### src/rtl/pakin_pkg.sv
// pakin_pkg: shared definitions for the pakin packet reassembler.
//   - default parameter values (packet, field and FIFO sizes, debounce cycles)
//   - send-side FSM state encoding
//   - idx_width(): counter width that stays legal (>=1) for tiny ranges
package pakin_pkg;

    localparam int DEF_PSZ     = 4;
    localparam int DEF_FSZ     = 4;
    localparam int DEF_ASZ     = 6;
    localparam int DEF_DSZ     = 4;
    localparam int DEF_RSZ     = 4;
    localparam int DEF_REQ_CKS = 2;
    localparam int DEF_ACK_CKS = 2;

    typedef enum logic [1:0] {
        SND_IDLE     = 2'd0,
        SND_WAIT_ACK = 2'd1,
        SND_WAIT_REL = 2'd2
    } snd_state_t;

    // Width needed to count 0..n-1, never less than one bit.
    function automatic int idx_width(input int n);
        return (n > 1) ? $clog2(n) : 1;
    endfunction

endpackage

### src/rtl/pakin_debouncer.sv
// pakin_debouncer: filters a handshake line. The output follows the input
// only after the input has differed from the output for CKS consecutive
// clocks; shorter glitches are ignored.
//   clk_i  clock
//   rst_i  asynchronous active-high reset
//   sig_i  raw handshake input
//   sig_o  debounced level (0 in reset)
//   rdy_o  high from the first clock after reset release
module pakin_debouncer
    import pakin_pkg::*;
#(
    parameter int CKS = DEF_REQ_CKS
) (
    input  logic clk_i,
    input  logic rst_i,
    input  logic sig_i,
    output logic sig_o,
    output logic rdy_o
);

    localparam int              CNT_W = idx_width(CKS);
    localparam logic [CNT_W-1:0] LAST = CNT_W'(CKS - 1);

    logic             sig_q;
    logic             rdy_q;
    logic [CNT_W-1:0] cnt_q;

    always_ff @(posedge clk_i or posedge rst_i) begin
        if (rst_i) begin
            sig_q <= 1'b0;
            rdy_q <= 1'b0;
            cnt_q <= '0;
        end else begin
            rdy_q <= 1'b1;
            if (sig_i == sig_q) begin
                cnt_q <= '0;
            end else if (cnt_q == LAST) begin
                sig_q <= sig_i;
                cnt_q <= '0;
            end else begin
                cnt_q <= cnt_q + 1'b1;
            end
        end
    end

    assign sig_o = sig_q;
    assign rdy_o = rdy_q;

endmodule

### src/rtl/pakin.sv
// pakin: packet reassembler. Collects TOT_PKS packets of PSZ bits from a
// four-phase req/ack link into one {addr,dat,red} message (red in the LSBs),
// buffers messages in an FSZ-deep FIFO and delivers them on a four-phase
// message channel.
//   gch_clk, gch_reset    clock, asynchronous active-high reset
//   gch_ready             block and both debouncers ready
//   rcv0_pakio/req_in     packet payload / request in
//   rcv0_ack_out          packet acknowledge
//   snd0_addr/dat/red     message out (held stable while req is high)
//   snd0_req_out/ack_in   message handshake
//   redun_err             (NS_PAKIN_REDUN_CHECK_EN only) one-cycle pulse when
//                         a message fails the XOR-fold check and is dropped
// Optional feature macro: NS_PAKIN_REDUN_CHECK_EN.
module pakin
    import pakin_pkg::*;
#(
    parameter int PSZ         = DEF_PSZ,
    parameter int FSZ         = DEF_FSZ,
    parameter int ASZ         = DEF_ASZ,
    parameter int DSZ         = DEF_DSZ,
    parameter int RSZ         = DEF_RSZ,
    parameter int RCV_REQ_CKS = DEF_REQ_CKS,
    parameter int SND_ACK_CKS = DEF_ACK_CKS
) (
    input  logic           gch_clk,
    input  logic           gch_reset,
    output logic           gch_ready,
    input  logic [PSZ-1:0] rcv0_pakio,
    input  logic           rcv0_req_in,
    output logic           rcv0_ack_out,
    output logic [ASZ-1:0] snd0_addr,
    output logic [DSZ-1:0] snd0_dat,
    output logic [RSZ-1:0] snd0_red,
    output logic           snd0_req_out,
    input  logic           snd0_ack_in
`ifdef NS_PAKIN_REDUN_CHECK_EN
    ,
    output logic           redun_err
`endif
);

    localparam int MSZ     = ASZ + DSZ + RSZ;
    localparam int TOT_PKS = (MSZ / PSZ) + 1;
    localparam int ASM_W   = TOT_PKS * PSZ;
    localparam int IDX_W   = idx_width(TOT_PKS);
    localparam int PTR_W   = $clog2(FSZ);
    localparam int CNT_W   = PTR_W + 1;
    localparam logic [IDX_W-1:0] LAST_IDX = IDX_W'(TOT_PKS - 1);
    localparam logic [CNT_W-1:0] FULL_CNT = CNT_W'(FSZ);

    logic rcv0_ckd_req, rcv0_rdy, snd0_ckd_ack, snd0_rdy;
    logic rg_rdy_q;

    pakin_debouncer #(.CKS(RCV_REQ_CKS)) u_rcv_db (
        .clk_i(gch_clk), .rst_i(gch_reset), .sig_i(rcv0_req_in),
        .sig_o(rcv0_ckd_req), .rdy_o(rcv0_rdy)
    );

    pakin_debouncer #(.CKS(SND_ACK_CKS)) u_snd_db (
        .clk_i(gch_clk), .rst_i(gch_reset), .sig_i(snd0_ack_in),
        .sig_o(snd0_ckd_ack), .rdy_o(snd0_rdy)
    );

    always_ff @(posedge gch_clk or posedge gch_reset) begin
        if (gch_reset) rg_rdy_q <= 1'b0;
        else           rg_rdy_q <= 1'b1;
    end

    assign gch_ready = rg_rdy_q & rcv0_rdy & snd0_rdy;

    // ---------------- receive / assembly ----------------
    logic [ASM_W-1:0] asm_q, asm_d;
    logic [IDX_W-1:0] idx_q;
    logic             ack_q;
    logic [MSZ-1:0]   push_msg;
    logic             capture, is_last, accept_last, push, pop, red_ok;
    logic [CNT_W-1:0] count_q;
    logic             fifo_full, fifo_empty;

    // Current packet merged into its slot, so the last packet lands in the
    // pushed word in the same cycle it is captured.
    always_comb begin
        asm_d = asm_q;
        for (int k = 0; k < TOT_PKS; k++) begin
            if (idx_q == IDX_W'(k)) asm_d[k*PSZ +: PSZ] = rcv0_pakio;
        end
    end

    assign push_msg    = asm_d[MSZ-1:0];
    assign capture     = rg_rdy_q & rcv0_ckd_req & ~ack_q;
    assign is_last     = (idx_q == LAST_IDX);
    assign fifo_full   = (count_q == FULL_CNT);
    assign fifo_empty  = (count_q == '0);
    // A full FIFO stalls the last packet (no ack) until the sender side pops.
    assign accept_last = capture & is_last & ~fifo_full;
    assign push        = accept_last & red_ok;

`ifdef NS_PAKIN_REDUN_CHECK_EN
    logic [RSZ-1:0] fold;
    logic           redun_err_q;

    // XOR-fold {addr,dat} into RSZ-bit chunks; the top chunk is zero-extended.
    always_comb begin
        fold = '0;
        for (int b = 0; b < ASZ + DSZ; b++) begin
            fold[b % RSZ] ^= push_msg[RSZ + b];
        end
    end

    assign red_ok = (fold == push_msg[RSZ-1:0]);

    always_ff @(posedge gch_clk or posedge gch_reset) begin
        if (gch_reset) redun_err_q <= 1'b0;
        else           redun_err_q <= accept_last & ~red_ok;
    end

    assign redun_err = redun_err_q;
`else
    assign red_ok = 1'b1;
`endif

    always_ff @(posedge gch_clk or posedge gch_reset) begin
        if (gch_reset) begin
            asm_q <= '0;
            idx_q <= '0;
            ack_q <= 1'b0;
        end else if (rg_rdy_q) begin
            if (capture && !is_last) begin
                asm_q <= asm_d;
                idx_q <= idx_q + 1'b1;
                ack_q <= 1'b1;
            end else if (accept_last) begin
                idx_q <= '0;
                ack_q <= 1'b1;
            end else if (!rcv0_ckd_req && ack_q) begin
                ack_q <= 1'b0;
            end
        end
    end

    assign rcv0_ack_out = ack_q;

    // ---------------- message FIFO ----------------
    logic [MSZ-1:0]   mem_q [FSZ];
    logic [PTR_W-1:0] wr_ptr_q, rd_ptr_q;

    always_ff @(posedge gch_clk) begin
        if (push) mem_q[wr_ptr_q] <= push_msg;
    end

    // Full is taken from the registered count, so a same-cycle pop never
    // makes room for a push at count==FSZ.
    always_ff @(posedge gch_clk or posedge gch_reset) begin
        if (gch_reset) begin
            wr_ptr_q <= '0;
            rd_ptr_q <= '0;
            count_q  <= '0;
        end else begin
            if (push) wr_ptr_q <= wr_ptr_q + 1'b1;
            if (pop)  rd_ptr_q <= rd_ptr_q + 1'b1;
            case ({push, pop})
                2'b10:   count_q <= count_q + 1'b1;
                2'b01:   count_q <= count_q - 1'b1;
                default: count_q <= count_q;
            endcase
        end
    end

    // ---------------- send FSM ----------------
    snd_state_t     state_q;
    logic           req_q;
    logic [ASZ-1:0] addr_q;
    logic [DSZ-1:0] dat_q;
    logic [RSZ-1:0] red_q;

    assign pop = rg_rdy_q & (state_q == SND_WAIT_ACK) & snd0_ckd_ack;

    always_ff @(posedge gch_clk or posedge gch_reset) begin
        if (gch_reset) begin
            state_q <= SND_IDLE;
            req_q   <= 1'b0;
            addr_q  <= '0;
            dat_q   <= '0;
            red_q   <= '0;
        end else if (rg_rdy_q) begin
            case (state_q)
                SND_IDLE: begin
                    if (!fifo_empty && !req_q && !snd0_ckd_ack) begin
                        {addr_q, dat_q, red_q} <= mem_q[rd_ptr_q];
                        req_q   <= 1'b1;
                        state_q <= SND_WAIT_ACK;
                    end
                end
                SND_WAIT_ACK: begin
                    if (snd0_ckd_ack) begin
                        req_q   <= 1'b0;
                        state_q <= SND_WAIT_REL;
                    end
                end
                SND_WAIT_REL: begin
                    if (!snd0_ckd_ack) state_q <= SND_IDLE;
                end
                default: state_q <= SND_IDLE;
            endcase
        end
    end

    assign snd0_req_out = req_q;
    assign snd0_addr    = addr_q;
    assign snd0_dat     = dat_q;
    assign snd0_red     = red_q;

endmodule

### config.mk
export PLATFORM = sky130hd
export DESIGN_NAME = pakin
export DESIGN_NICKNAME = d
export VERILOG_FILES = /design/src/rtl/pakin_pkg.sv /design/src/rtl/pakin_debouncer.sv /design/src/rtl/pakin.sv
export SDC_FILE = /design/constraint.sdc
export NUM_CORES = 1
export LEC_CHECK = 0
export ABC_AREA = 1
export ABC_CLOCK_PERIOD_IN_PS = 2200
export CORE_AREA = 2 2 127 92
export DETAILED_ROUTE_END_ITERATION = 10
export DIE_AREA = 0 0 129 94
export PLACE_DENSITY = 0.57
export SLEW_MARGIN = 5
export SYNTH_ARGS = -nofsm -noshare
export SYNTH_HDL_FRONTEND = slang
export SYNTH_SLANG_ARGS = --single-unit
### constraint.sdc
create_clock -name gch_clk -period 2.2 [get_ports gch_clk]
set_input_delay 0.22 -clock gch_clk [delete_from_list [all_inputs] [get_ports gch_clk]]
set_output_delay 0.22 -clock gch_clk [all_outputs]
set_load 0.05 [all_outputs]
### Word level (Yosys, flattened, before mapping)

Memories as Yosys holds them, arrays and structs flattened. A register that Yosys moved wholly into a read port is not among the register bits.
Cells that the tools add are included.

* memory bits (writable): 56
* input bits: 8
* memories kept: 1
* bits in registers: 32
* memory bits (read-only): 0
* latch bits: 0

Memory list
* mem_q: depth 4, bits a word 14, rd ports 1, clocked after memory_dff 1, wr ports 1, RTL line pakin.sv:144 `logic [MSZ-1:0] mem_q [FSZ];`

* divide/modulo/power cells: 0
* reduce and logical (&&, ||, !) cells: 24
* mux-type cells: 23
* add/sub/neg operators: 7
* equal/unequal tests: 13
* shift-type cells: 0
* bitwise logic cells: 10
* order comparisons: 0
* multiply operators: 0

Operators with widths (count)
* 2-bit two-way mux: 6
* 4-bit two-way mux: 3
* 1-bit two-way mux: 11
* 2-bit AND reduction: 5
* 2-bit equality test, second input constant: 4
* 4-bit AND reduction: 2
* 2-bit by 1-bit adder with 2-bit output, second input constant: 3
* 1-bit bitwise AND: 6
* 2-bit by 1-bit equality test with 1-bit output, second input constant: 3
* 2-bit one-hot mux with 3 select lines: 1
* 3-bit one-hot mux with 2 select lines: 1
* 2-bit nonzero test: 3
* 1-bit zero test: 5
* 1-bit logical AND: 4
* 2-bit zero test: 2
* 2-bit inequality test, second input constant: 2
* 1-bit NOT: 4
* 3-bit by 1-bit adder with 3-bit output, second input constant: 1
* 3-bit equality test, second input constant: 1
* 3-bit zero test: 1
* 3-bit AND reduction: 1
* 3-bit nonzero test: 1
* 3-bit by 1-bit subtractor with 3-bit output, second input constant: 1
* 1-bit adder, second input constant: 2
* 3 further kinds: 4

### Logic depth before layout (Yosys ltp)

Gate-level depths: netlist of the first run.

* depth in word-level cells: 6
* mapped depth: 10
* depth with buffers taken out: 10

### Modules after synthesis

A second synthesis of the first run with hierarchy kept.

* cell total of the unflattened synthesis: 415
* area, all modules: 4326.6 um^2

By module, submodules not included
* pakin: times used 1, sequential area each 2732.6 um^2, cells each 389, area an instance 4096.4 um^2
* pakin_debouncer: times used 2, sequential area each 75.1 um^2, cells each 13, area an instance 115.1 um^2

### Least setup slack after synthesis of the first run

Ideal clock, no wire load.

* kind: flip-flop to flip-flop
* start point: register, netlist name u_snd_db.rdy_o
* end point: memory mem_q[0][0] (netlist name) (enable)
* library setup time: 0.385 ns
* setup slack: 0.074 ns
* data required time: 1.815 ns
* arrival: 1.741 ns
* period minus slack after synthesis: 2.126 ns
* cell stages (with the launch flop): 5
* path through: dfrtp_1 -> nand2_1 -> nor2_2 -> nand3_2 -> nor2_1

RTL lines (RTL line)
* end: declaration: pakin.sv:144

### Worst setup path in the final report of the first run

* start point: register idx_q[0]
* end point: register count_q[2]

* cells in the longest elaborated chain, start to end: 5
* elaborated cells on any way between the ends: 7
* those cells by class: eq/ne (3); mux (1); bitwise (2); reduce/logical (1)

RTL lines
* start: declaration: RTL line pakin.sv:73 `logic [IDX_W-1:0] idx_q;`
* start signal: assignment: RTL line pakin.sv:130 `idx_q <= idx_q + 1'b1;`
* 2-bit equality test *: RTL line pakin.sv:91 `assign is_last = (idx_q == LAST_IDX);`
* 1-bit bitwise AND * (2 in a row): RTL line pakin.sv:95 `assign accept_last = capture & is_last & ~fifo_full;`
* 2-bit by 1-bit equality test with 1-bit output / 2-bit equality test (equally long branches): RTL line pakin.sv:161 `case ({push, pop})`
* 3-bit one-hot mux with 2 select lines / 2-bit nonzero test (equally long branches)
* end signal: assignment: RTL line pakin.sv:162 `2'b10: count_q <= count_q + 1'b1;`
* end signal: assignment: RTL line pakin.sv:163 `2'b01: count_q <= count_q - 1'b1;`
* end signal: assignment: RTL line pakin.sv:164 `default: count_q <= count_q;`
* end: declaration: RTL line pakin.sv:77 `logic [CNT_W-1:0] count_q;`

Every way passes the cells marked *; elsewhere a longest branch is shown, timed or not.
A chain may end at the register's enable or synchronous reset.

==> flow_summary.json, run 1 <==
{
  "outcome": "finished clean",
  "drive_above_1_share_pct": 7.930,
  "cp_slowest_cell": "dfrtp_1",
  "pin_count": 25,
  "fin_skew_ns": 0.005689,
  "routedWlPerCell_um": 13.69,
  "comb_power_share_pct": 38.3,
  "track_usage_pct": 15.71,
  "hold_viol": 0,
  "die_w_um": 129,
  "cts_sinks": 102,
  "reg2reg_depth": 8,
  "ys_seq_area_share_pct": 66.04,
  "antenna_found_initial": 0,
  "critPathArrivalTime_ns": 2.24,
  "final.setup.tns_ns": 0,
  "netlist_instances": 417,
  "switchingPower_w": 0.002713,
  "regArea_mm2": 0.002833,
  "setup_violations": 0,
  "worstSetupStartpointType": "register",
  "dr.pass1.iters": 4,
  "synthAdderAreaFrac_pct": 3.092,
  "slew_violations": 0,
  "critPathKind": "register to register",
  "ir_drop_uv": 549.1,
  "cp_cell_sequence": "ha_1, nand3_2, ha_1, inv_1, fa_1, a21oi_1, o21ai_0, xor2_1",
  "power.density_mw_per_mm2": 1390,
  "layoutNonFillerInstCount": 607,
  "drc": 0,
  "hp-class": "input pin to async pin",
  "synth_top_family_by_area": "simple AND/OR/NAND/NOR gates",
  "worstMarginPinSlew_ns": 0.7532,
  "path_clk_slew_ns": 0.07,
  "gp_congestion": 0.7339,
  "crit_buf_inv": 1,
  "grt_setup_unrepaired": "false",
  "synth-compound-area-share_pct": 7.235,
  "nFillCells": 1012,
  "cp_data_required_time_ns": 2.41,
  "synth_cell_types": 26,
  "cts_buffer_depth": 2,
  "p_int_w": 0.004283,
  "die_y_um": 94,
  "postCtsHoldBufs": 0,
  "grt_max_degree": 31,
  "finalCriticalPeriod_ns": 2.032,
  "cpMostUsedCell": "ha_1",
  "die_area_mm2": 0.01213,
  "start_util_pct": 39.53,
  "synth.area.mux_share_pct": 0,
  "seqPwrFrac_pct": 39.9,
  "syn_area_mm2": 0.004289,
  "vias": 2755,
  "area_growth_syn_to_layout_pct": 17.36,
  "antenna_cells": 0,
  "place_inst": 592,
  "hold_ws_ns": 0.2189,
  "rows": 32,
  "grt_pass1_wl_mm": 14.28,
  "synth_area_per_cell_um2": 10.29,
  "viasPerCell": 4.539,
  "pwr-share-clk_pct": 21.8,
  "relSlewSlack_pct": 49.26,
  "p_leak_nw": 2.121,
  "drt_iter0_markers": 168,
  "mostFrequentLayoutCells": "nand2_1, nor2_1, o21ai_0, edfxtp_1, dfrtp_1",
  "crit_path_max_fanout": 8,
  "nets": 468,
  "drt_wl_total_mm": 8.308,
  "endpoint_kind": "register",
  "netSwitchingFraction_pct": 38.78,
  "portBuffers": 24,
  "syn_nets": 435,
  "crit_cells": 8,
  "ys_warn_count": 0,
  "max_freq_mhz": 492.0,
  "synth_xor_area_share_pct": 1.429,
  "overflow": 0,
  "cts_tree": "yes",
  "finish.utilization_pct": 46.39,
  "htreeDepth": 3,
  "core_mm2": 0.01085,
  "ctsRootBufferMaster": "clkbuf_16",
  "grt_pass1_vias": 2695,
  "multi_input_area_mm2": 0.001244,
  "fin_crit_sh_pct": 92.38,
  "dp_hpwl_mm": 5.575,
  "insertion_delay_ns": 0.34,
  "cts_inserted_buffers": 9,
  "max_stage_delay_ns": 0.42,
  "synth_seq_cells": 102,
  "synthSimpleGateAreaFrac_pct": 16.98,
  "crit_family": "adder cells",
  "layout_commonest_cell": "nand2_1",
  "ant_nets": 0,
  "maxCapViolCount": 0
}
==> registers in the layout, indices dropped and copies added (netlist names) <==
register	count
mem_q	56
asm_q	14
snd0_addr	6
snd0_dat	4
snd0_red	4
count_q	3
idx_q	2
rd_ptr_q	2
state_q	2
wr_ptr_q	2
rcv0_ack_out	1
snd0_req_out	1
u_rcv_db.cnt_q	1
u_rcv_db.sig_o	1
u_snd_db.cnt_q	1
u_snd_db.rdy_o	1
u_snd_db.sig_o	1
==> routing by layer <==
layer	up-vias	GRT usage, %	wire length (µm)
met5	-	0	0
met4	0	5.072	29
met3	2	4.442	493
met2	60	22.40	3614
met1	1289	23.05	4171
li1	1404	-	-
==> cells in the mapped netlist (all sizes together) <==
| cell type | count | area [µm²] |
|---|---|---|
| ha | 9 | 112.6 |
| clkbuf | 6 | 23.77 |
| a21oi | 2 | 10.01 |
| nand2 | 113 | 426.7 |
| conb | 1 | 3.750 |
| clkinv | 1 | 5.000 |
| xnor2 | 3 | 26.28 |
| fa | 1 | 20.02 |
| nand3 | 4 | 25.02 |
| xor2 | 4 | 35.03 |
| edfxtp | 56 | 1682 |
| nor2 | 68 | 276.5 |
| dfrtp | 46 | 1151 |
| o21ai | 60 | 300.3 |
| inv | 34 | 130.1 |
| buf | 9 | 61.31 |
==> worst reg2reg max path: stages (launching register included) <==
cell and delay [ns]:
dfrtp_1 0.42, ha_1 0.27, nand3_2 0.17, ha_1 0.17
inv_1 0.06, fa_1 0.37, a21oi_1 0.15, o21ai_0 0.13
xor2_1 0.16
==> area by class of cell <==
type | instances | share of cell area, %
timing repair buffer | 37 | 6.960
tap | 153 | 3.803
multi-input combinational | 265 | 24.71
clock buffer | 10 | 4.549
inverter | 35 | 2.685
clock inverter | 5 | 1.019
sequential | 102 | 56.28
==> cell families after synthesis <==
kind of cell	after synthesis
other cells	1
fa+ha+maj	10
compound gates	62
xor+xnor	7
buf+inv	50
simple gates	185
flops	102
==> worst paths after layout <==
path                       startpoint    endpoint  slack (ns)
min reg2reg                 asm_q[13]   asm_q[13]        0.40
max                          idx_q[0]  count_q[2]        0.17
min                         gch_reset  state_q[1]        0.22
min in group gch_clk        asm_q[13]   asm_q[13]        0.40
max in group asynchronous   gch_reset   asm_q[11]        1.48
max reg2reg                  idx_q[0]  count_q[2]        0.17
==> power by group through the flow <==
stage               Clock (W)  Combinational [W]  Sequential (W)
floorplan                   0            0.00144         0.00323
global placement            0            0.00264         0.00282
detailed placement          0            0.00270         0.00283
CTS                   0.00156            0.00271         0.00279
global route          0.00164            0.00305         0.00285
finish                0.00152            0.00268         0.00279
==> repair_timing <==
item,4_1_cts,5_1_grt
resized for setup,0,2
setup endpoints to repair,0,1
setup buffers,0,0
==> metrics by stage <==
stage | total power [W] | instance area (µm²) | worst slack (ns)
after floorplan | 0.004678 | 4289 | 0.07436
after global placement | 0.005455 | 4746 | 0.2553
after detailed placement | 0.005531 | 4746 | 0.1482
after CTS | 0.007069 | 5026 | 0.1468
after global routing | 0.007543 | 5034 | 0.01352
final | 0.006996 | 5034 | 0.1676
(Power assumes the default switching activity.)
==> inputs of run 2 (changes only) <==
Settings changed: ABC_CLOCK_PERIOD_IN_PS 2200 to 2600, RECOVER_POWER set to 100.
Clock period 2.2 ns to 2.6 ns, I/O delays scaled along.
==> run 2 against run 1 <==
Effect of this change: global-route usage down 0.90 points; highest routed layer unchanged; sequential power down 17%; largest cell class unchanged; clock skew up 0.00073 ns; via count down 2.7%; combinational power down 20%; first-iteration DRC count up 13%; setup slack better by 0.32 ns; cell count down 0.66%; die area unchanged; clock-buffer cell count unchanged.
==> flow_summary.json, run 2 (synthesized netlist as in run 1, its figures left out) <==
{
  "outcome": "finished clean",
  "drt_wl_total_mm": 8.020,
  "cp-startpoint": "idx_q[0]",
  "maxCapViolCount": 0,
  "routedWlPerCell_um": 13.30,
  "finish.utilization_pct": 45.53,
  "multi_input_area_mm2": 0.001210,
  "wl_met2_mm": 3.363,
  "place_ws_ns": 0.5826,
  "grt_pass1_wl_mm": 13.12,
  "htreeDepth": 3,
  "layoutNonFillerInstCount": 603,
  "area_growth_syn_to_layout_pct": 15.17,
  "ant_nets": 0,
  "critPathArrivalTime_ns": 2.33,
  "fin_skew_ns": 0.006416,
  "rows": 32,
  "setup_violations": 0,
  "setup_ws_ns": 0.4840,
  "gp_congestion": 0.7327,
  "reg2reg_to": "count_q[2]",
  "drt_iter0_markers": 190,
  "endpoint_kind": "register",
  "regArea_mm2": 0.002833,
  "antenna_cells": 0,
  "r2r-start": "idx_q[0]",
  "layout_commonest_cell": "nand2_1",
  "ctsRootBufferMaster": "clkbuf_16",
  "die_y_um": 94,
  "core_mm2": 0.01085,
  "cp_data_required_time_ns": 2.82,
  "slew_violations": 0,
  "cp_cell_sequence": "ha_1, nand3_1, ha_1, inv_1, fa_1, a21oi_1, o21ai_0, xor2_1",
  "pin_count": 25,
  "comb_power_share_pct": 37.2,
  "track_usage_pct": 14.81,
  "post-cts-setup-buffer-count": 0,
  "cts_tree": "yes",
  "vias": 2680,
  "reg2reg_depth": 8,
  "grt_pass1_vias": 2499,
  "cp_slowest_cell": "dfrtp_1",
  "portBuffers": 24,
  "p_int_w": 0.003520,
  "wl_met1_mm": 4.161,
  "dr.pass1.iters": 4,
  "setup.worst_path.end": "count_q[2]",
  "regToRegSetupSlack_ns": 0.48,
  "cpMostUsedCell": "ha_1",
  "viasPerCell": 4.444,
  "mostFrequentLayoutCells": "nand2_1, nor2_1, o21ai_0",
  "hp-class": "register to register",
  "nFillCells": 1051,
  "seqPwrFrac_pct": 40.4,
  "crit_path_max_fanout": 8,
  "min_from": "asm_q[13]",
  "drive_above_1_share_pct": 5.111,
  "switchingPower_w": 0.002223,
  "netSwitchingFraction_pct": 38.71,
  "overflow": 0,
  "die_area_mm2": 0.01213,
  "cts_inserted_buffers": 9,
  "largest_reg_flops": 56,
  "regMostFlops": "mem_q",
  "relSlewSlack_pct": 24.04,
  "hold_viol": 0,
  "insertion_delay_ns": 0.34,
  "met3_length_um": 394,
  "power.density_mw_per_mm2": 1163,
  "worstSetupStartpointType": "register",
  "drc": 0,
  "final.setup.tns_ns": 0,
  "pwr-share-clk_pct": 22.4,
  "antenna_found_initial": 0,
  "top_layer": "met4",
  "hold_ws_ns": 0.3826,
  "place_inst": 587,
  "cts_resized": 0,
  "cts_buffer_depth": 2,
  "die_w_um": 129,
  "postCtsHoldBufs": 0,
  "max_freq_mhz": 472.6,
  "dp_hpwl_mm": 5.402,
  "max_stage_delay_ns": 0.41,
  "path_clk_slew_ns": 0.06,
  "finalCriticalPeriod_ns": 2.116,
  "cts_sinks": 102,
  "ir_drop_uv": 365.4,
  "grt_setup_unrepaired": "false",
  "nets": 463,
  "critPathKind": "register to register",
  "fin_crit_sh_pct": 81.39,
  "p_leak_nw": 2.090,
  "grt_max_degree": 47,
  "start_util_pct": 39.53,
  "worstMarginPinSlew_ns": 1.139
}
## run 2: power groups by stage
stage | Combinational (W) | Sequential [W] | Clock [W]
floorplan | 0.00122 | 0.00274 | 0
global placement | 0.00219 | 0.00236 | 0
finish | 0.00214 | 0.00232 | 0.00128
CTS | 0.00224 | 0.00233 | 0.00133
global route | 0.00242 | 0.00237 | 0.00138
detailed placement | 0.00223 | 0.00237 | 0
## run 2: worst min-delay path by stage
| stage | cells after the start | end |
|---|---|---|
| 6_report | 0 | asm_q[13] |
| 2_1_floorplan | 2 | u_rcv_db.sig_o |
| 3_3_place_gp | 0 | asm_q[13] |
| 4_1_cts | 0 | asm_q[13] |
| 3_5_place_dp | 0 | asm_q[13] |
| 5_1_grt | 0 | asm_q[13] |
## run 2: critical path, delay by kind of cell (launching register included)
kind,cells,cell delay [ns]
fa+ha+maj,3,0.84
flops,1,0.41
compound gates,2,0.26
simple gates,1,0.25
xor+xnor,1,0.16
buf+inv,1,0.07
## run 2: cell type report
class / count / area share (%)
multi-input combinational: 265 / 24.49
inverter: 35 / 2.736
tap: 153 / 3.875
clock buffer: 10 / 4.635
timing repair buffer: 32 / 5.826
clock inverter: 6 / 1.089
sequential: 102 / 57.35
## run 2: routing by layer
metal / vias up / GRT usage [%]
met2: 57 / 20.63
met3: 12 / 4.727
met1: 1215 / 21.69
met4: 0 / 5.072
li1: 1396 / -
met5: - / 0
## run 2: metrics by stage
stage / instance area [µm²] / power [W]
global route: 4940 / 0.006174
global placement: 4696 / 0.004542
finish: 4940 / 0.005743
detailed placement: 4696 / 0.004598
CTS: 4979 / 0.005905
floorplan: 4289 / 0.003958
==> inputs of run 3 (changes only) <==
Settings changed: ABC_CLOCK_PERIOD_IN_PS 2600 to 1900, PLACE_DENSITY 0.57 to 0.59.
Clock period 2.6 ns to 1.9 ns, I/O delays scaled along.
==> run 3 against run 2 <==
Effect of this change: combinational power increased by 55%; setup slack got worse by 0.37 ns; maximum frequency increased by 18%; register-to-register slack got worse by 0.37 ns; total power increased by 44%; clock skew about the same; critical path depth increased by 2; critical path type unchanged.
==> flow_summary.json, run 3 (synthesized netlist as in run 1, its figures left out) <==
{
  "outcome": "finished clean",
  "drc": 0,
  "cts_inserted_buffers": 9,
  "antenna_cells": 0,
  "cp_data_required_time_ns": 2.12,
  "cp_cell_sequence": "inv_1, nor2_4, nand3_2, inv_1, ha_1, inv_1, fa_2, a21oi_1, o21ai_1, xor2_1",
  "maxCapViolCount": 0,
  "ctsRootBufferMaster": "clkbuf_16",
  "path_clk_slew_ns": 0.07,
  "antenna_found_initial": 0,
  "fin_crit_sh_pct": 94.18,
  "regMostFlops": "mem_q",
  "nFillCells": 1010,
  "insertion_delay_ns": 0.34,
  "start_util_pct": 39.53,
  "grt_setup_unrepaired": "true",
  "track_usage_pct": 15.05,
  "vias": 2788,
  "hp-class": "input pin to async pin",
  "cp_slowest_cell": "dfrtp_1",
  "portBuffers": 24,
  "slew_violations": 0,
  "area_growth_syn_to_layout_pct": 19.78,
  "largest_reg_flops": 56,
  "hold_ws_ns": 0.3565,
  "dp_hpwl_mm": 5.451,
  "rows": 32,
  "regArea_mm2": 0.002835,
  "routedWlPerCell_um": 13.36,
  "setup_violations": 0,
  "cts_buffer_depth": 2,
  "relSlewSlack_pct": 49.20,
  "viasPerCell": 4.511,
  "endpoint_kind": "register",
  "nets": 478,
  "finalCriticalPeriod_ns": 1.789,
  "grt_max_degree": 31,
  "final.setup.tns_ns": 0,
  "drt_wl_total_mm": 8.257,
  "die_y_um": 94,
  "worstMarginPinSlew_ns": 0.7621,
  "ant_nets": 0,
  "layout_commonest_cell": "nand2_1",
  "grt_pass1_wl_mm": 13.65,
  "place_inst": 602,
  "ir_drop_uv": 548.8,
  "power.density_mw_per_mm2": 1604,
  "max_freq_mhz": 558.9,
  "multi_input_area_mm2": 0.001279,
  "pin_count": 25,
  "dr.pass1.iters": 4,
  "drt_iter0_markers": 180,
  "cts_tree": "yes",
  "crit_path_max_fanout": 3,
  "p_leak_nw": 2.163,
  "die_area_mm2": 0.01213,
  "critPathKind": "register to register",
  "cpMostUsedCell": "inv_1",
  "post-cts-setup-buffer-count": 0,
  "critPathArrivalTime_ns": 2.01,
  "hold_viol": 0,
  "fin_skew_ns": 0.006224,
  "grt_pass1_vias": 2714,
  "max_stage_delay_ns": 0.37,
  "gp_congestion": 0.7620,
  "worstSetupStartpointType": "register",
  "drive_above_1_share_pct": 11.83,
  "core_mm2": 0.01085,
  "overflow": 0,
  "htreeDepth": 3,
  "layoutNonFillerInstCount": 618,
  "die_w_um": 129,
  "cts_sinks": 102,
  "mostFrequentLayoutCells": "nand2_1, nor2_1, edfxtp_1"
}
run 3: layer usage:
metal  track usage (%)  vias up  part of all wire (%)
li1                  -     1424                     -
met1             21.81     1301                    53
met2             22.49       54                    42
met3             3.872        9                   4.5
met4             4.076        0                  0.93
met5                 0        -                     0
run 3: worst paths after layout:
kind | cells past startpoint | slack (ns) | from | end
max | 10 | 0.11 | state_q[0] | count_q[2]
min | 2 | 0.36 | gch_reset | snd0_addr[4]
max reg2reg | 10 | 0.11 | state_q[0] | count_q[2]
min reg2reg | 0 | 0.38 | asm_q[12] | asm_q[12]
max in group asynchronous | 3 | 0.35 | gch_reset | u_snd_db.rdy_o
min in group gch_clk | 0 | 0.38 | asm_q[12] | asm_q[12]
run 3: final cells by class:
cell class	count	area share, %
inverter	35	2.630
multi-input combinational	265	24.89
timing repair buffer	47	8.159
tap	153	3.726
clock inverter	5	0.6819
clock buffer	11	4.725
sequential	102	55.19
run 3: repair_timing:
| action | in CTS | in global routing |
|---|---|---|
| resized for setup | 0 | 7 |
| hold buffers | 0 | 0 |
| endpoints found under the setup margin | 0 | 2 |
run 3: through the flow:
step	total power, W	worst slack (ns)	area, µm²	util (%)
global route	0.008827	-0.03370	5137	47.35
CTS	0.008279	0.01009	5131	47.29
global placement	0.006451	0.05449	4853	44.73
detailed placement	0.006546	0.02646	4853	44.73
finish	0.008242	0.1107	5137	47.35
floorplan	0.005436	0.01784	4309	-
run 3: worst max-delay path: cells and delay by family, from the launching register on:
family                     cells  cell delay, ns
AOI/OAI and AO/OA              2            0.22
xor gates and xnor gates       1            0.14
adders and majority gates      2            0.47
buffers and inverters          3            0.24
and+or+nand+nor                2            0.23
DFF                            1            0.37
run 3: power by group:
part	total [W]	switching, W	internal [W]
Sequential	0.00319	0.000227	0.00296
Clock	0.00173	0.000805	0.000927
Combinational	0.00332	0.00221	0.00111
Total	0.00824	0.00325	0.00500
==> edit 1 (config.mk and constraints of run 2) <==
Set the package constant `DEF_ASZ` to 5 (it was 6).
--- a/src/rtl/pakin_pkg.sv
+++ b/src/rtl/pakin_pkg.sv
@@ -7,5 +7,5 @@
     localparam int DEF_PSZ     = 4;
     localparam int DEF_FSZ     = 4;
-    localparam int DEF_ASZ     = 6;
+    localparam int DEF_ASZ     = 5;
     localparam int DEF_DSZ     = 4;
     localparam int DEF_RSZ     = 4;
Interface: changed (resized snd0_addr); port bits go from 25 to 24. The function was not compared with the original's and may differ.
==> edit 1 against run 2 <==
Via count is 4.7% lower; sequential cell count is 6 lower; non-clock buffer count stayed put; sequential share of layout area is 1.3 points lower; first-iteration DRC count is 10% lower; final area is 3.7% lower; die area stayed put; combinational power is 3% lower; routed wire length is 1.8% lower; worst setup slack better by 0.040 ns; synthesized area is 3.7% lower; total power is 1.5% lower.
==> edit 1: results (changes against run 2) <==
[sta]
hold_ws_ns = 0.3750  ; -0.007587 ns
slew_headroom = 0.3795  ; +0.1391
fin_skew_ns = 0.007877  ; +0.001460 ns

[logic_synthesis]
ys_top_cells_by_count = nand2_1, nor2_1, edfxtp_1
async_reset_ff_frac = 0.4583  ; +0.007353
syn_nets = 416  ; -4.4%
postSynthAreaPerCell_um2 = 10.37  ; +0.86%
synth_edf_count = 52  ; -7.1%

[pwr]
p_sw_frac = 0.3821  ; -0.004950
power.switching_uw = 2161  ; -2.8%
leakagePower_uw = 0.002017  ; -3.5%
vdd_drop_max_mv = 0.5309  ; +45%

[place]
io_buffers = 23  ; -4.2%
gp_congestion = 0.7999  ; +9.2%
dp.final_hpwl_mm = 5.405  ; about the same

[drt]
wl_per_cell_um = 13.42  ; +0.91%
drt_wl_total_mm = 7.878  ; -1.8%

[finish]
largest_register_ffs = 52  ; -7.1%
final_layout_size_suffix_gt1_frac = 0.05760  ; +0.006493

[outcome]
status = finished clean

[global_routing]
gr-usage-met2 = 0.2011  ; -0.005291
grt_pass1_wl_mm = 12.84  ; -2.2%
gr-usage-met3 = 0.04100  ; -0.006264

[hold_path]
holdPathEnd = asm_q[12]

[setup_path]
rrSetupSlack_ns = 0.52  ; +0.04 ns

edit 1: cell types whose count changed after synthesis, moves of 2 or more:
cell | before | now
nand2_1 | 112 | 104
clkbuf_1 | 5 | 1
nor2_1 | 65 | 59
edfxtp_1 | 56 | 52
buf_8 | 0 | 2
nand2_2 | 1 | 3
o21ai_0 | 56 | 48
buf_4 | 4 | 1
dfrtp_1 | 46 | 44
nand3_1 | 3 | 5
o21ai_2 | 0 | 7
edit 1: routing by layer:
metal | part of all wire | vias up
met2 | 0.39 | 62
met4 | 0.0055 | 0
met5 | 0 | -
met1 | 0.54 | 1145
met3 | 0.057 | 4
li1 | - | 1342
edit 1: worst max path at each step:
stage,start,to,slack [ns],depth (start not counted)
2_1_floorplan,u_snd_db.rdy_o,mem_q[0][0],0.48,4
3_3_place_gp,idx_q[0],count_q[2],0.65,8
3_5_place_dp,state_q[1],count_q[2],0.64,11
4_1_cts,state_q[1],count_q[2],0.61,11
5_1_grt,count_q[0],count_q[2],0.22,9
6_report,idx_q[0],count_q[2],0.52,8
edit 1: kinds of logic (layout without fill, tap and decap cells):
| logic type | after synthesis | count (layout) | synth area share |
|---|---|---|---|
| simple gates | 176 | 176 | 0.1730 |
| buf+inv | 49 | 85 | 0.05727 |
| xor+xnor | 6 | 6 | 0.01273 |
| other cells | 1 | 1 | 0.0009082 |
| fa+ha+maj | 10 | 10 | 0.03212 |
| flops | 96 | 96 | 0.6449 |
| compound gates | 60 | 60 | 0.07909 |
edit 1: layout make-up:
cell class / count / area, um2
timing repair buffer: 32 / 282.8
fill: 1054 / 6096
sequential: 96 / 2663
clock inverter: 4 / 70.07
tap: 153 / 191.4
clock buffer: 12 / 236.5
inverter: 37 / 142.6
multi-input combinational: 253 / 1169
==> edit 2 (settings of run 2) <==
Without the edit above. Re-encode `snd_state_t` (3 states) as one-hot, 3 bits wide.
--- a/src/rtl/pakin_pkg.sv
+++ b/src/rtl/pakin_pkg.sv
@@ -13,8 +13,8 @@
     localparam int DEF_ACK_CKS = 2;
 
-    typedef enum logic [1:0] {
-        SND_IDLE     = 2'd0,
-        SND_WAIT_ACK = 2'd1,
-        SND_WAIT_REL = 2'd2
+    typedef enum logic [2:0] {
+        SND_IDLE     = 3'b001,
+        SND_WAIT_ACK = 3'b010,
+        SND_WAIT_REL = 3'b100
     } snd_state_t;
 
Formal check against the unedited RTL: same outputs for any inputs over 10 cycles, from zero or initial values and one cycle with gch_reset high; not proved beyond that.
==> edit 2 against run 2 <==
Routed wire length increased by 3.9%; final cell count grew 1.0%; total power up 0.49%; sequential cell count increased by 1; clock skew is essentially flat; worst setup slack worse by 0.079 ns; synthesized area rose by 3.4%; final area increased by 2.6%; first-iteration DRC count fell by 16%; combinational power is 2% lower; critical path type unchanged; highest routed layer unchanged.
==> edit 2: results (changes against run 2) <==
[setup_path]
rrSetupSlack_ns = 0.40  ; -0.08 ns
max_stage_delay_ns = 0.74  ; +0.33 ns
worstPathMaxFanout = 14  ; +6
r2r_end = mem_q[0][0]
cp_slowest_cell = clkbuf_1
path_delay_family = buffers and inverters

[place]
dp.final_hpwl_mm = 5.612  ; +3.9%
gp_congestion = 0.7836  ; +6.9%

[sta]
fin_skew_ns = 0.006380  ; -0.00003650 ns
slew_headroom = 0.2191  ; -0.02132

[logic_synthesis]
muxShareOfSynthArea = 0.002538  ; +0.002538
synth_compound_area_frac = 0.06994  ; -0.002407
synthXorXnorAreaFrac = 0.01382  ; -0.0004757
async_reset_ff_frac = 0.4563  ; +0.005330
ys_top_cells_by_count = nand2_1, nor2_1, edfxtp_1, o21ai_0, dfrtp_1
ys_types = 34  ; +31%
synthAdderAreaFrac = 0.02989  ; -0.001029
ys_top_cells_by_area = edfxtp_1, dfrtp_1, nand2_1, o21ai_0, nor2_1

[finish]
num-fill-cells = 985  ; -6.3%
final_layout_size_suffix_gt1_frac = 0.06798  ; +0.01687
nets = 469  ; +1.3%

[cts]
insertion_delay_ns = 0.34  ; about the same

[drt]
vias_per_cell = 4.544  ; +2.2%
drt_wl_total_mm = 8.332  ; +3.9%
drt_iter0_markers = 160  ; -16%

[outcome]
status = finished clean

[pwr]
leakagePower_uw = 0.002155  ; +3.1%
vdd_drop_max_mv = 0.4283  ; +17%

[global_routing]
grt_pass1_wl_mm = 13.66  ; +4.1%
first_global_vias = 2556  ; +2.3%
grt_use_total = 0.1533  ; +0.005105

-- edit 2: changes by cell type in the layout (fill, tap and decap cells not counted), moves of 2 or more --
cell,delta
nand2_1,-2
inv_2,+2
nor2_1,-2
inv_1,-2
nand3b_1,+2
-- edit 2: cells by family after synthesis --
group	Yosys count
simple gates	190
other cells	1
flops	103
fa+ha+maj	10
xor+xnor	7
mux	1
compound gates	62
buf+inv	48
-- edit 2: worst max path at each step --
stage	from	end	slack [ns]	cells after the start
4_1_cts	state_q[2]	count_q[2]	0.53	9
3_5_place_dp	state_q[2]	count_q[2]	0.53	9
2_1_floorplan	u_snd_db.rdy_o	mem_q[0][0]	0.44	4
6_report	idx_q[0]	mem_q[0][0]	0.40	4
5_1_grt	idx_q[0]	mem_q[0][3]	0.19	4
3_3_place_gp	state_q[2]	count_q[2]	0.58	9
-- edit 2: stage by stage --
stage	instances	area [um2]	power, uW	utilization	hold WS [ns]
after floorplan	422	4437	3986	-	0.3768
after global placement	593	4832	4564	0.4453	0.3650
after detailed placement	593	4832	4600	0.4453	0.3688
after CTS	609	5122	5921	0.4721	0.3841
after global routing	609	5070	6182	0.4673	0.3951
final	609	5070	5772	0.4673	0.3788
-- edit 2: where the power goes --
part | switching (uW) | internal [uW]
Combinational | 1470 | 630
Sequential | 188 | 2180
Clock | 565 | 741
Total | 2220 | 3550
-- edit 2: routing by layer --
metal	wire, um	GRT usage	up-vias
li1	-	-	1421
met1	4430	0.2361	1279
met2	3378	0.2090	61
met3	447	0.04100	6
met4	76	0.04620	0
met5	0	0	-
-- edit 2: cell type report --
type,instances,share of cell area
clock buffers,10,0.04516
clock inverters,6,0.01209
inverters,34,0.02567
multi-input cells,271,0.2589
flip-flops and latches,103,0.5639
well taps,153,0.03776
repair buffers,32,0.05652
